<file path="src/rtl/mem_dma.sv">
// mem_dma: copy/fill initiator for the single-port memory interface.
//
// A start pulse in IDLE latches the operands. Copy mode moves len words from
// src to dst, one word at a time: read request, wait for rresp, write. Fill
// mode writes pattern to len consecutive words at dst, one per cycle. A read
// that sees no rresp within TIMEOUT wait cycles sets the sticky err flag and
// abandons the rest of the transfer.
//
// Ports:
//   clk, reset          clock; asynchronous active-high reset
//   start               command strobe, sampled in IDLE only
//   fill                0 = copy, 1 = fill
//   src, dst            word addresses (byte address bits [31:2])
//   len                 word count
//   pattern             fill value
//   busy, done, err     status: not idle / one-cycle completion / read timeout
//   ready, we, addr,
//   wdata, wstrb        memory request side (all zero when ready = 0)
//   rresp, rdata        memory read response
module mem_dma #(
  parameter int LENW    = 16,
  parameter int TIMEOUT = 15
) (
  input  logic            clk,
  input  logic            reset,
  input  logic            start,
  input  logic            fill,
  input  logic [29:0]     src,
  input  logic [29:0]     dst,
  input  logic [LENW-1:0] len,
  input  logic [31:0]     pattern,
  output logic            busy,
  output logic            done,
  output logic            err,
  output logic            ready,
  output logic            we,
  output logic [29:0]     addr,
  output logic [31:0]     wdata,
  output logic [3:0]      wstrb,
  input  logic            rresp,
  input  logic [31:0]     rdata
);

  localparam int TW = $clog2(TIMEOUT + 1);
  // Last wait cycle index; a missing rresp here expires the read.
  localparam logic [TW-1:0] TLAST = TW'(TIMEOUT - 1);

  typedef enum logic [2:0] {IDLE, READ, WAIT, WRITE, DONE} state_t;

  state_t          state, state_nx;
  logic [29:0]     src_ptr, dst_ptr;
  logic [LENW-1:0] remaining;
  logic            fill_q;
  logic [31:0]     pattern_q;
  logic [31:0]     rbuf;
  logic [TW-1:0]   tcnt;
  logic            err_q;

  always_ff @(posedge clk or posedge reset) begin
    if (reset) state <= IDLE;
    else       state <= state_nx;
  end

  always_comb begin
    state_nx = state;
    ready    = 1'b0;
    we       = 1'b0;
    addr     = '0;
    wdata    = '0;
    wstrb    = '0;
    unique case (state)
      IDLE: begin
        if (start) begin
          if (len == '0)  state_nx = DONE;
          else if (fill)  state_nx = WRITE;
          else            state_nx = READ;
        end
      end
      READ: begin
        ready    = 1'b1;
        addr     = src_ptr;
        state_nx = WAIT;
      end
      WAIT: begin
        if (rresp)              state_nx = WRITE;
        else if (tcnt == TLAST) state_nx = DONE;
      end
      WRITE: begin
        ready = 1'b1;
        we    = 1'b1;
        addr  = dst_ptr;
        wstrb = 4'hf;
        wdata = fill_q ? pattern_q : rbuf;
        if (remaining == LENW'(1)) state_nx = DONE;
        else if (fill_q)           state_nx = WRITE;
        else                       state_nx = READ;
      end
      DONE:    state_nx = IDLE;
      default: state_nx = IDLE;
    endcase
  end

  always_ff @(posedge clk or posedge reset) begin
    if (reset) begin
      src_ptr   <= '0;
      dst_ptr   <= '0;
      remaining <= '0;
      fill_q    <= 1'b0;
      pattern_q <= '0;
      rbuf      <= '0;
      tcnt      <= '0;
      err_q     <= 1'b0;
    end else begin
      unique case (state)
        IDLE: begin
          if (start) begin
            src_ptr   <= src;
            dst_ptr   <= dst;
            remaining <= len;
            fill_q    <= fill;
            pattern_q <= pattern;
            err_q     <= 1'b0;
            tcnt      <= '0;
          end
        end
        // Each read gets its own full timeout window.
        READ: tcnt <= '0;
        WAIT: begin
          if (rresp)              rbuf  <= rdata;
          else if (tcnt == TLAST) err_q <= 1'b1;
          else                    tcnt  <= tcnt + TW'(1);
        end
        WRITE: begin
          remaining <= remaining - LENW'(1);
          dst_ptr   <= dst_ptr + 30'd1;
          if (!fill_q) src_ptr <= src_ptr + 30'd1;
        end
        default: ;
      endcase
    end
  end

  assign busy = (state != IDLE);
  assign done = (state == DONE);
  assign err  = err_q;

endmodule

</file>
<file path="config.mk">
export PLATFORM = sky130hd
export DESIGN_NAME = mem_dma
export DESIGN_NICKNAME = d
export VERILOG_FILES = /design/src/rtl/mem_dma.sv
export SDC_FILE = /design/constraint.sdc
export NUM_CORES = 1
export LEC_CHECK = 0
export ABC_AREA = 1
export CAP_MARGIN = 30
export CORE_AREA = 8 8 155 157
export CTS_BUF_LIST = sky130_fd_sc_hd__clkbuf_16
export CTS_CLUSTER_SIZE = 40
export DETAILED_ROUTE_END_ITERATION = 7
export DIE_AREA = 0 0 163 165
export MAX_ROUTING_LAYER = met4
export PLACE_DENSITY = 0.7
export SETUP_SLACK_MARGIN = 0.2
export SYNTH_ARGS = -nofsm -noshare
export SYNTH_HDL_FRONTEND = slang
export SYNTH_SLANG_ARGS = --single-unit
export TNS_END_PERCENT = 50
</file>
<file path="constraint.sdc">
create_clock -name clk -period 11 [get_ports clk]
set_input_delay 2.2 -clock clk [delete_from_list [all_inputs] [get_ports clk]]
set_output_delay 2.2 -clock clk [all_outputs]
set_load 0.02 [all_outputs]
</file>
==> summary.txt, run 1 <==
Run status: complete, no violations
Final core utilization: 58.0%
Area growth from synthesis to layout: 30.3%
Layout cells sized above 1: 4.16%
Total wire length: 31,100 um
Overflow after GRT: 0
Clock power share: 18.7%
WHS: 0.475 ns
Fin cells: 1,941
Number of global-route vias before repair: 9,598
Detailed placer's ending HPWL: 22,800 um
Unrepaired setup endpoints after global routing: false
Post-synthesis instance total: 1,470
Syn nets: 1,621
GRT Total Usage: 23.7%
Worst vdd rail ir drop: 0.126 mV
Largest area contributor in the netlist: dfrtp_1
Peak per-stage delay on the critical path: 0.68 ns
Most frequent CP cell: buf_4
Dpl cells: 1,906
Drt via density: 5.17
Seq cells post-synth: 149
Insertion delay of the later-clocked pin in the worst-skew pair: 0.43 ns
Slew headroom: 47.1%
CTS tree: done
Starting Density: 44.5%
First-pass GRT wire length: 49,800 um
Synth Cell Area: 9560 sq um
Switching share of total power: 47.3%
PnR worst setup slack: 5.33 ns
Pin count of the biggest net entering global routing: 79
Antenna viol nets, final: 0
Clk root buf: clkbuf_16
Cell with the most instances after synthesis: nand2_1
Switch Pwr: 1.66 mW
Crit path time final: 5.67 ns
Async S/R FF share, synth: 100%
Commonest cells in the synthesized netlist: 466 x nand2_1, 205 x nor2_1, 197 x inv_1
PD cells: 282 nW/um^2
Worst EP required: 8.80 ns
Critical path cell sequence: nor2_4 > buf_4 > buf_4 > nand2_1 > o21ai_0 > clkdlybuf4s50_1
Post-route DRC: 0
Final period utilization: 51.5%
Nets: 1,796
CTS Hold Bufs: 0
First-pass detailed-route iteration total: 5
Warnings from Yosys: 0
Die area: 26,900 sq um
Slew Limit Fails: 0
Seq/Total Area, Yosys: 39.0%
Bufs and invs on worst path: 3
Post-CTS setup buffer count: 0
CTS buffer count: 17
Endpoint class of the critical path: output port
Cell Int Power: 1.85 mW
Avg Inst Size Synth: 6.50 sq um
DR WL/cell: 16.0 um
Final hold violations: 0
EDFF count, synth: 0
Top cell family by delay on the critical path: buffers and inverters
# clock sinks: 149
Initial antenna violation count: 3
Clock Skew: 0.00958 ns
Port bufs: 215
Initial DRC count: 810
FP Rows: 54
Top-area cell type share of the netlist area: 39.0%
Slowest-stage cell, CP: clkdlybuf4s50_1
Die width: 163 um
H-tree depth: 4
Final setup violation count: 0
Comb power frac: 51.7%
Startpoint Class: flop
Die height: 165 um
Most used DFF post-synth: dfrtp_1
Pre-CTS setup slack: 5.74 ns
Placer Congestion: 0.888
Setup_tns: 0 ns
Io pins: 216
Vias: 10,027
Least-Margin Pin Slew: 0.794 ns
CP Class: reg2out
Post-synth cell types: 36
Post-CTS sizing: 0
Sequential power share: 29.7%
Critical Path AT: 3.47 ns
Total core area: 21,500 sq um
Fmax: 0.176 GHz
Clk buf depth: 2
Synth area leaders: dfrtp_1 39%, nand2_1 18%, nor2_1 8.0%
Pleak: 6.06 nW
Crit path max fanout: 70
Max Cap Viol: 0
Worst Hold Class: reg2reg
CTS clk-pin slew, worst paths: 0.07 ns
[cells in the final DEF, fill, tap and decap left out, types with 3 or more instances in the layout]
master,instances
a211oi_1,3
a21oi_1,50
a31oi_1,8
buf_4,7
bufinv_16,4
clkbuf_16,17
clkdlybuf4s50_1,215
dfrtp_1,149
diode_2,3
ha_1,6
inv_1,195
inv_6,8
inv_8,4
nand2_1,465
nand2_2,4
nand3_1,97
nand3b_1,4
nand4_1,29
nor2_1,204
nor2_2,4
nor2_4,5
nor3_1,5
o211ai_1,10
o21ai_0,99
o21ai_1,12
o22ai_1,25
o31ai_1,4
or2_2,5
xor2_1,6
[power groups by stage]
| stage | Clock, mW | Sequential [mW] | Combinational [mW] |
|---|---|---|---|
| 2_1_floorplan | 0 | 0.979 | 1.28 |
| 3_3_place_gp | 0 | 1.04 | 1.77 |
| 3_5_place_dp | 0 | 1.04 | 1.81 |
| 4_1_cts | 0.664 | 1.04 | 1.82 |
| 5_1_grt | 0.683 | 1.08 | 2.04 |
| 6_report | 0.656 | 1.04 | 1.81 |
[worst min-delay path: stages (launching register included)]
cell	delay [ns]
dfrtp_1	0.34
nand2_1	0.05
nand2_1	0.05
[final cells by class]
cell class | instances | area (sq um)
fill | 2114 | 9020
multi-input combinational | 1053 | 4710
sequential | 149 | 3730
timing repair buffer | 224 | 2250
inverter | 200 | 759
clock buffer | 17 | 425
tap | 280 | 350
clock inverter | 15 | 226
antenna | 3 | 7.51
[per-layer routing]
metal	GRT usage (%)	vias up	part of all wire (%)
li1	-	4984	-
met1	30.5	4700	44
met2	37.6	290	48
met3	2.97	53	4.9
met4	9.47	0	3.0
met5	-	-	0
[cells by family after synthesis]
family          count (synthesis)  share of synthesized area [%]
mux                             1                          0.118
buf+inv                       268                           11.9
xor+xnor                        7                          0.641
compound gates                214                           12.2
fa+ha+maj                       6                          0.785
simple gates                  825                           35.4
flops                         149                           39.0
[worst paths after layout]
| check | startpoint | cells past startpoint | slack [ns] | endpoint |
|---|---|---|---|---|
| setup reg to reg | state[1] | 11 | 7.59 | src_ptr[18] |
| setup / recovery | state[2] | 6 | 5.33 | addr[0] |
| hold / removal | pattern_q[25] | 2 | 0.47 | pattern_q[25] |
| max in group asynchronous | reset | 4 | 7.62 | tcnt[2] |
| min in group asynchronous | reset | 2 | 2.23 | dst_ptr[24] |
| hold reg to reg | pattern_q[25] | 2 | 0.47 | pattern_q[25] |
[metrics by stage]
step           power, mW  instance area (sq um)
2_1_floorplan       2.26                   9560
3_5_place_dp        2.85                  11800
4_1_cts             3.52                  12500
6_report            3.51                  12500
5_1_grt             3.80                  12500
3_3_place_gp        2.81                  11800
[registers in the layout (all words and copies together), names as in the netlist]
register and count:
dst_ptr 30, err 1, fill_q 1, pattern_q 32
rbuf 32, remaining 16, src_ptr 30, state 3
tcnt 4
No activity file was read; power rests on OpenSTA's default activity.
==> run 2: changes to the inputs <==
- PLACE_DENSITY: 0.7 -> 0.73
- clock period: 11 -> 4.6 ns (I/O delays scaled with it)
==> run 2 against run 1 <==
Critical endpoint is now addr[3]. Worst setup slack worse by 4.5 ns. Power is 140% higher. Highest routed layer unchanged. Routed wire length is 1.0% lower. Critical path depth is 2 lower. Sequential share of layout area is 0.078 points higher. Non-clock buffer count is 1 higher. Clock-buffer cell count stayed put. The run now ends with design-rule violations left. Clock skew is 0.0027 ns higher. Clock power is 110% higher. Die area stayed put.
==> summary.txt, run 2 (synthesis results as in run 1) <==
Max Cap Viol: 0
Layout cells sized above 1: 4.22%
CP Class: reg2out
Pwr Total: 8.26 mW
CTS buffer count: 17
Insertion delay of the later-clocked pin in the worst-skew pair: 0.43 ns
WHS: 0.471 ns
Largest regs: pattern_q: 32 flops, rbuf: 32 flops
Crit path time final: 3.77 ns
Total wire length: 30,700 um
FP Rows: 54
Placer Congestion: 0.921
Worst Hold Class: reg2reg
Port bufs: 215
Antenna viol nets, final: 0
Post-CTS setup buffer count: 0
Fmax: 0.265 GHz
R2r setup slk: 1.69 ns
Critical path cell sequence: nor2_1 > nand2_2 > o22ai_1 > clkdlybuf4s50_1
Vias: 10,058
Io pins: 216
Worst r2r path cells: 11
First-pass GRT wire length: 49,200 um
Final hold violations: 0
Startpoint Class: flop
Post-route DRC: 1
H-tree depth: 4
Critical Path AT: 2.85 ns
Clk buf depth: 2
Area growth from synthesis to layout: 30.0%
Nets: 1,797
Least-Margin Pin Slew: 0.941 ns
GRT Total Usage: 23.5%
Initial antenna violation count: 5
Worst vdd rail ir drop: 0.293 mV
Worst EP required: 3.68 ns
Pleak: 6.03 nW
Slowest-stage cell, CP: clkdlybuf4s50_1
Setup_tns: 0 ns
PD cells: 664 nW/um^2
DR WL/cell: 15.8 um
Starting Density: 44.5%
Unrepaired setup endpoints after global routing: false
Violated checks: design-rule violations
Endpoint class of the critical path: output port
Peak per-stage delay on the critical path: 0.69 ns
Total core area: 21,500 sq um
Die width: 163 um
Pin count of the biggest net entering global routing: 150
Final setup violation count: 0
Number of global-route vias before repair: 9,444
Overflow after GRT: 0
Die height: 165 um
CTS tree: done
Drt via density: 5.17
Die area: 26,900 sq um
Final period utilization: 81.9%
Slew headroom: 37.2%
Crit path max fanout: 27
CTS Hold Bufs: 0
First-pass detailed-route iteration total: 8
Commonest non-fill, non-tap cell in the layout: nand2_1
Initial DRC count: 883
Slew Limit Fails: 0
Post-CTS sizing: 0
Clock Skew: 0.0123 ns
Detailed placer's ending HPWL: 22,300 um
Hold depth: 2
Most frequent cells in the layout: 465 x nand2_1, 215 x clkdlybuf4s50_1, 204 x nor2_1
Run status: finished with violations
# clock sinks: 149
CTS clk-pin slew, worst paths: 0.07 ns
Clk root buf: clkbuf_16
-- run 2: cell types whose count changed in the layout (fill, tap and decap cells not counted), moves of 2 or more --
cell / before / now
inv_6: 8 / 5
buf_12: 1 / 3
bufinv_16: 4 / 0
clkinv_8: 0 / 5
diode_2: 3 / 5
-- run 2: final timing paths --
path | from | endpoint
min in group asynchronous | reset | dst_ptr[26]
max reg2reg | state[1] | src_ptr[18]
max in group asynchronous | reset | pattern_q[2]
min | pattern_q[31] | pattern_q[31]
min reg2reg | pattern_q[31] | pattern_q[31]
max | state[2] | addr[3]
-- run 2: area by class of cell --
type | count | area, sq um
fillers | 2098 | 9050
multi-input cells | 1053 | 4710
flip-flops and latches | 149 | 3730
repair buffers | 225 | 2260
inverters | 200 | 757
clock buffers | 17 | 425
well taps | 280 | 350
clock inverters | 15 | 179
diodes | 5 | 12.5
-- run 2: where the power goes --
group,internal (mW),total (mW),switching (mW),leakage (nW)
clock,0.737,1.41,0.673,0.295
sequential,1.95,2.52,0.565,1.74
combinational,1.56,4.33,2.77,3.99
-- run 2: layer usage --
layer	up-vias	GRT usage (%)	part of all wire [%]
met5	-	-	0
met4	0	9.67	2.6
met3	47	3.27	6.1
met2	353	36.2	47
met1	4661	30.7	44
li1	4997	-	-
-- run 2: worst max-delay path, delay by kind of cell (launching register included) --
kind | cells | cell delay, ns
and+or+nand+nor | 2 | 0.82
buffers and inverters | 1 | 0.69
DFF | 1 | 0.47
AOI/OAI and AO/OA | 1 | 0.45
-- run 2: stage by stage --
stage | instances | cell area (sq um) | setup WS [ns] | utilization [%]
detailed placement | 1906 | 11800 | 1.31 | 54.9
CTS | 1938 | 12400 | 0.849 | 57.7
finish | 1944 | 12400 | 0.831 | 57.9
global route | 1944 | 12400 | 0.711 | 57.9
global placement | 1906 | 11800 | 1.31 | 54.9
floorplan | 1470 | 9570 | 1.81 | -
==> edit: new RTL, settings of run 2 <==
Re-encode `state_t` (5 states) as one-hot, 5 bits wide.
--- a/src/rtl/mem_dma.sv
+++ b/src/rtl/mem_dma.sv
@@ -46,5 +46,5 @@
   localparam logic [TW-1:0] TLAST = TW'(TIMEOUT - 1);
 
-  typedef enum logic [2:0] {IDLE, READ, WAIT, WRITE, DONE} state_t;
+  typedef enum logic [4:0] {IDLE = 5'b00001, READ = 5'b00010, WAIT = 5'b00100, WRITE = 5'b01000, DONE = 5'b10000} state_t;
 
   state_t          state, state_nx;
Formal check against the unedited RTL: same outputs for any inputs over 4 cycles, from zero or initial values and one cycle with reset high; so few cycles prove little.
==> edit against run 2 <==
- non-clock buffer count rose by 1
- first-iteration DRC count fell by 24%
- worst setup slack got worse by 0.44 ns
- synthesized area fell by 2.6%
- clock power rose by 4%
- final area fell by 1.4%
- wire length fell by 2.2%
- sequential cell count rose by 2
- total power fell by 16%
- critical path depth rose by 1
- critical path type unchanged
- critical endpoint is now addr[6]
- largest cell class unchanged
==> edit: results (changes against run 2) <==
| Metric | Value |
|---|---|
| DR iter-0 viols | `671 (-24%)` |
| Initial antenna violation count | `1 (-4)` |
| Crit-path max FO | `19 (-30%)` |
| Vias in the first global route | `9470 (+0.28%)` |
| Gr usage total | `22.8% (-0.69 points)` |
| Slowest-stage cell, CP | `nand4_1` |
| Sequential share of the synthesized area | `40.6% (+1.6 points)` |
| Setup Skew | `0.0143 ns (+0.00206 ns)` |
| Vias per std cell | `5.19 (+0.37%)` |
| Share of layout cells above drive strength 1 | `3.85% (-0.37 points)` |
| R2R Setup Slk | `1.41 ns (-0.28 ns)` |
| Post-synth top cells | `nand2_1, nor2_1, inv_1` |
| Leakage power | `5.53 nW (-8.4%)` |
| Routed wire length per instance | `16.1 um (+1.9%)` |
| Switching share of power | `45.3% (-3.3 points)` |
| Clock root buffer | `clkbuf_16` |
| Async SR Flop Fraction | `100% (unchanged)` |
| Global-route wire length before repair | `47700 um (-3.0%)` |
| Worst-skew pair later-pin latency | `~0.44 ns` |
| Final #Nets | `1723 (-4.1%)` |
| Worst r2r path cells | `8 (-3)` |
| Status | `finished clean` |
| Top cells by area, synth | `dfrtp_1, nand2_1, nor2_1` |
| Netlist cell types | `40 (+11%)` |
| Max stage delay on crit path | `0.81 ns (+0.12 ns)` |
| Pre-antenna DRT Iters | `5 (-3)` |
| Post-DP HPWL | `22400 um (+0.39%)` |
| Max VDD drop | `0.260 mV (-11%)` |
| Largest net degree at the start of global routing | `97 (-35%)` |
| Worst-Margin Slew | `0.991 ns (+0.0498 ns)` |
| Clock transition at path regs | `0.07 ns (about the same)` |
| Gpl congestion | `0.946 (+2.7%)` |
| Crit-path leading delay family | `buffers and inverters` |
| Post-Syn Nets | `1541 (-4.9%)` |
| Worst EP arrival | `3.29 ns (+0.44 ns)` |
[edit: cell types whose count changed in the layout (fill, tap and decap cells not counted), moves of 13 or more]
cell     before  now
nand4_1      29   16
o22ai_1      25   57
nand2_1     465  385
inv_1       195  182
o21ai_0      99  130
a21oi_1      50   17
[edit: metal layers]
metal | wire length, um | vias up | track usage [%] | part of all wire [%]
met4 | 478 | 0 | 6.46 | 1.6
met5 | 0 | - | - | 0
met3 | 3030 | 36 | 6.98 | 10
li1 | - | 4786 | - | -
met1 | 12900 | 4458 | 28.3 | 43
met2 | 13700 | 410 | 35.4 | 46
[edit: area by class of cell]
type | instances | area (um2)
Clock inverter | 15 | 211
Multi-Input combinational cell | 990 | 4510
Timing Repair Buffer | 226 | 2270
Fill cell | 2030 | 9240
Antenna cell | 1 | 2.50
Inverter | 186 | 703
Tap cell | 280 | 350
Sequential cell | 151 | 3780
Clock buffer | 17 | 425
[edit: worst paths after layout]
path,start,endpoint
worst min register to register,src_ptr[29],src_ptr[29]
worst min-delay path,src_ptr[29],src_ptr[29]
max in group asynchronous,reset,state[0]
worst max-delay path,state[3],addr[6]
min in group asynchronous,reset,pattern_q[21]
worst max register to register,state[0],src_ptr[8]
[edit: worst min-delay path, cell delays in order, from the launching register on]
cell and delay [ns]:
dfrtp_1 0.37, nand2_1 0.06, nand2_1 0.06
[edit: metrics by stage]
| stage | hold slack (ns) | power, mW | instances | area (um2) | worst slack [ns] |
|---|---|---|---|---|---|
| floorplan | 0.471 | 4.44 | 1390 | 9320 | 1.78 |
| global placement | 0.485 | 5.32 | 1833 | 11600 | 1.01 |
| detailed placement | 0.500 | 5.41 | 1833 | 11600 | 0.913 |
| CTS | 0.521 | 6.89 | 1865 | 12200 | 0.428 |
| global route | 0.557 | 7.42 | 1866 | 12300 | 0.292 |
| finish | 0.518 | 6.89 | 1866 | 12300 | 0.389 |
[edit: power by group through the flow]
stage | clock [mW] | combinational, mW | sequential (mW)
final | 1.47 | 3.01 | 2.41
after global routing | 1.55 | 3.38 | 2.49
after CTS | 1.49 | 3.00 | 2.40
after detailed placement | 0 | 2.99 | 2.42
after global placement | 0 | 2.93 | 2.40
after floorplan | 0 | 2.15 | 2.29
[edit: cells by family (layout without fill, tap and decap cells)]
logic type | count (synthesis) | count (layout) | synth area share [%]
AO/OA/AOI/OAI | 237 | 237 | 14.1
XOR/XNOR | 12 | 12 | 1.13
adder cells (fa/ha/maj) | 6 | 6 | 0.806
buffers and inverters | 249 | 444 | 11.0
flip-flops | 151 | 151 | 40.6
multiplexers | 1 | 1 | 0.107
other | 0 | 1 | 0
AND/OR/NAND/NOR | 734 | 734 | 32.3
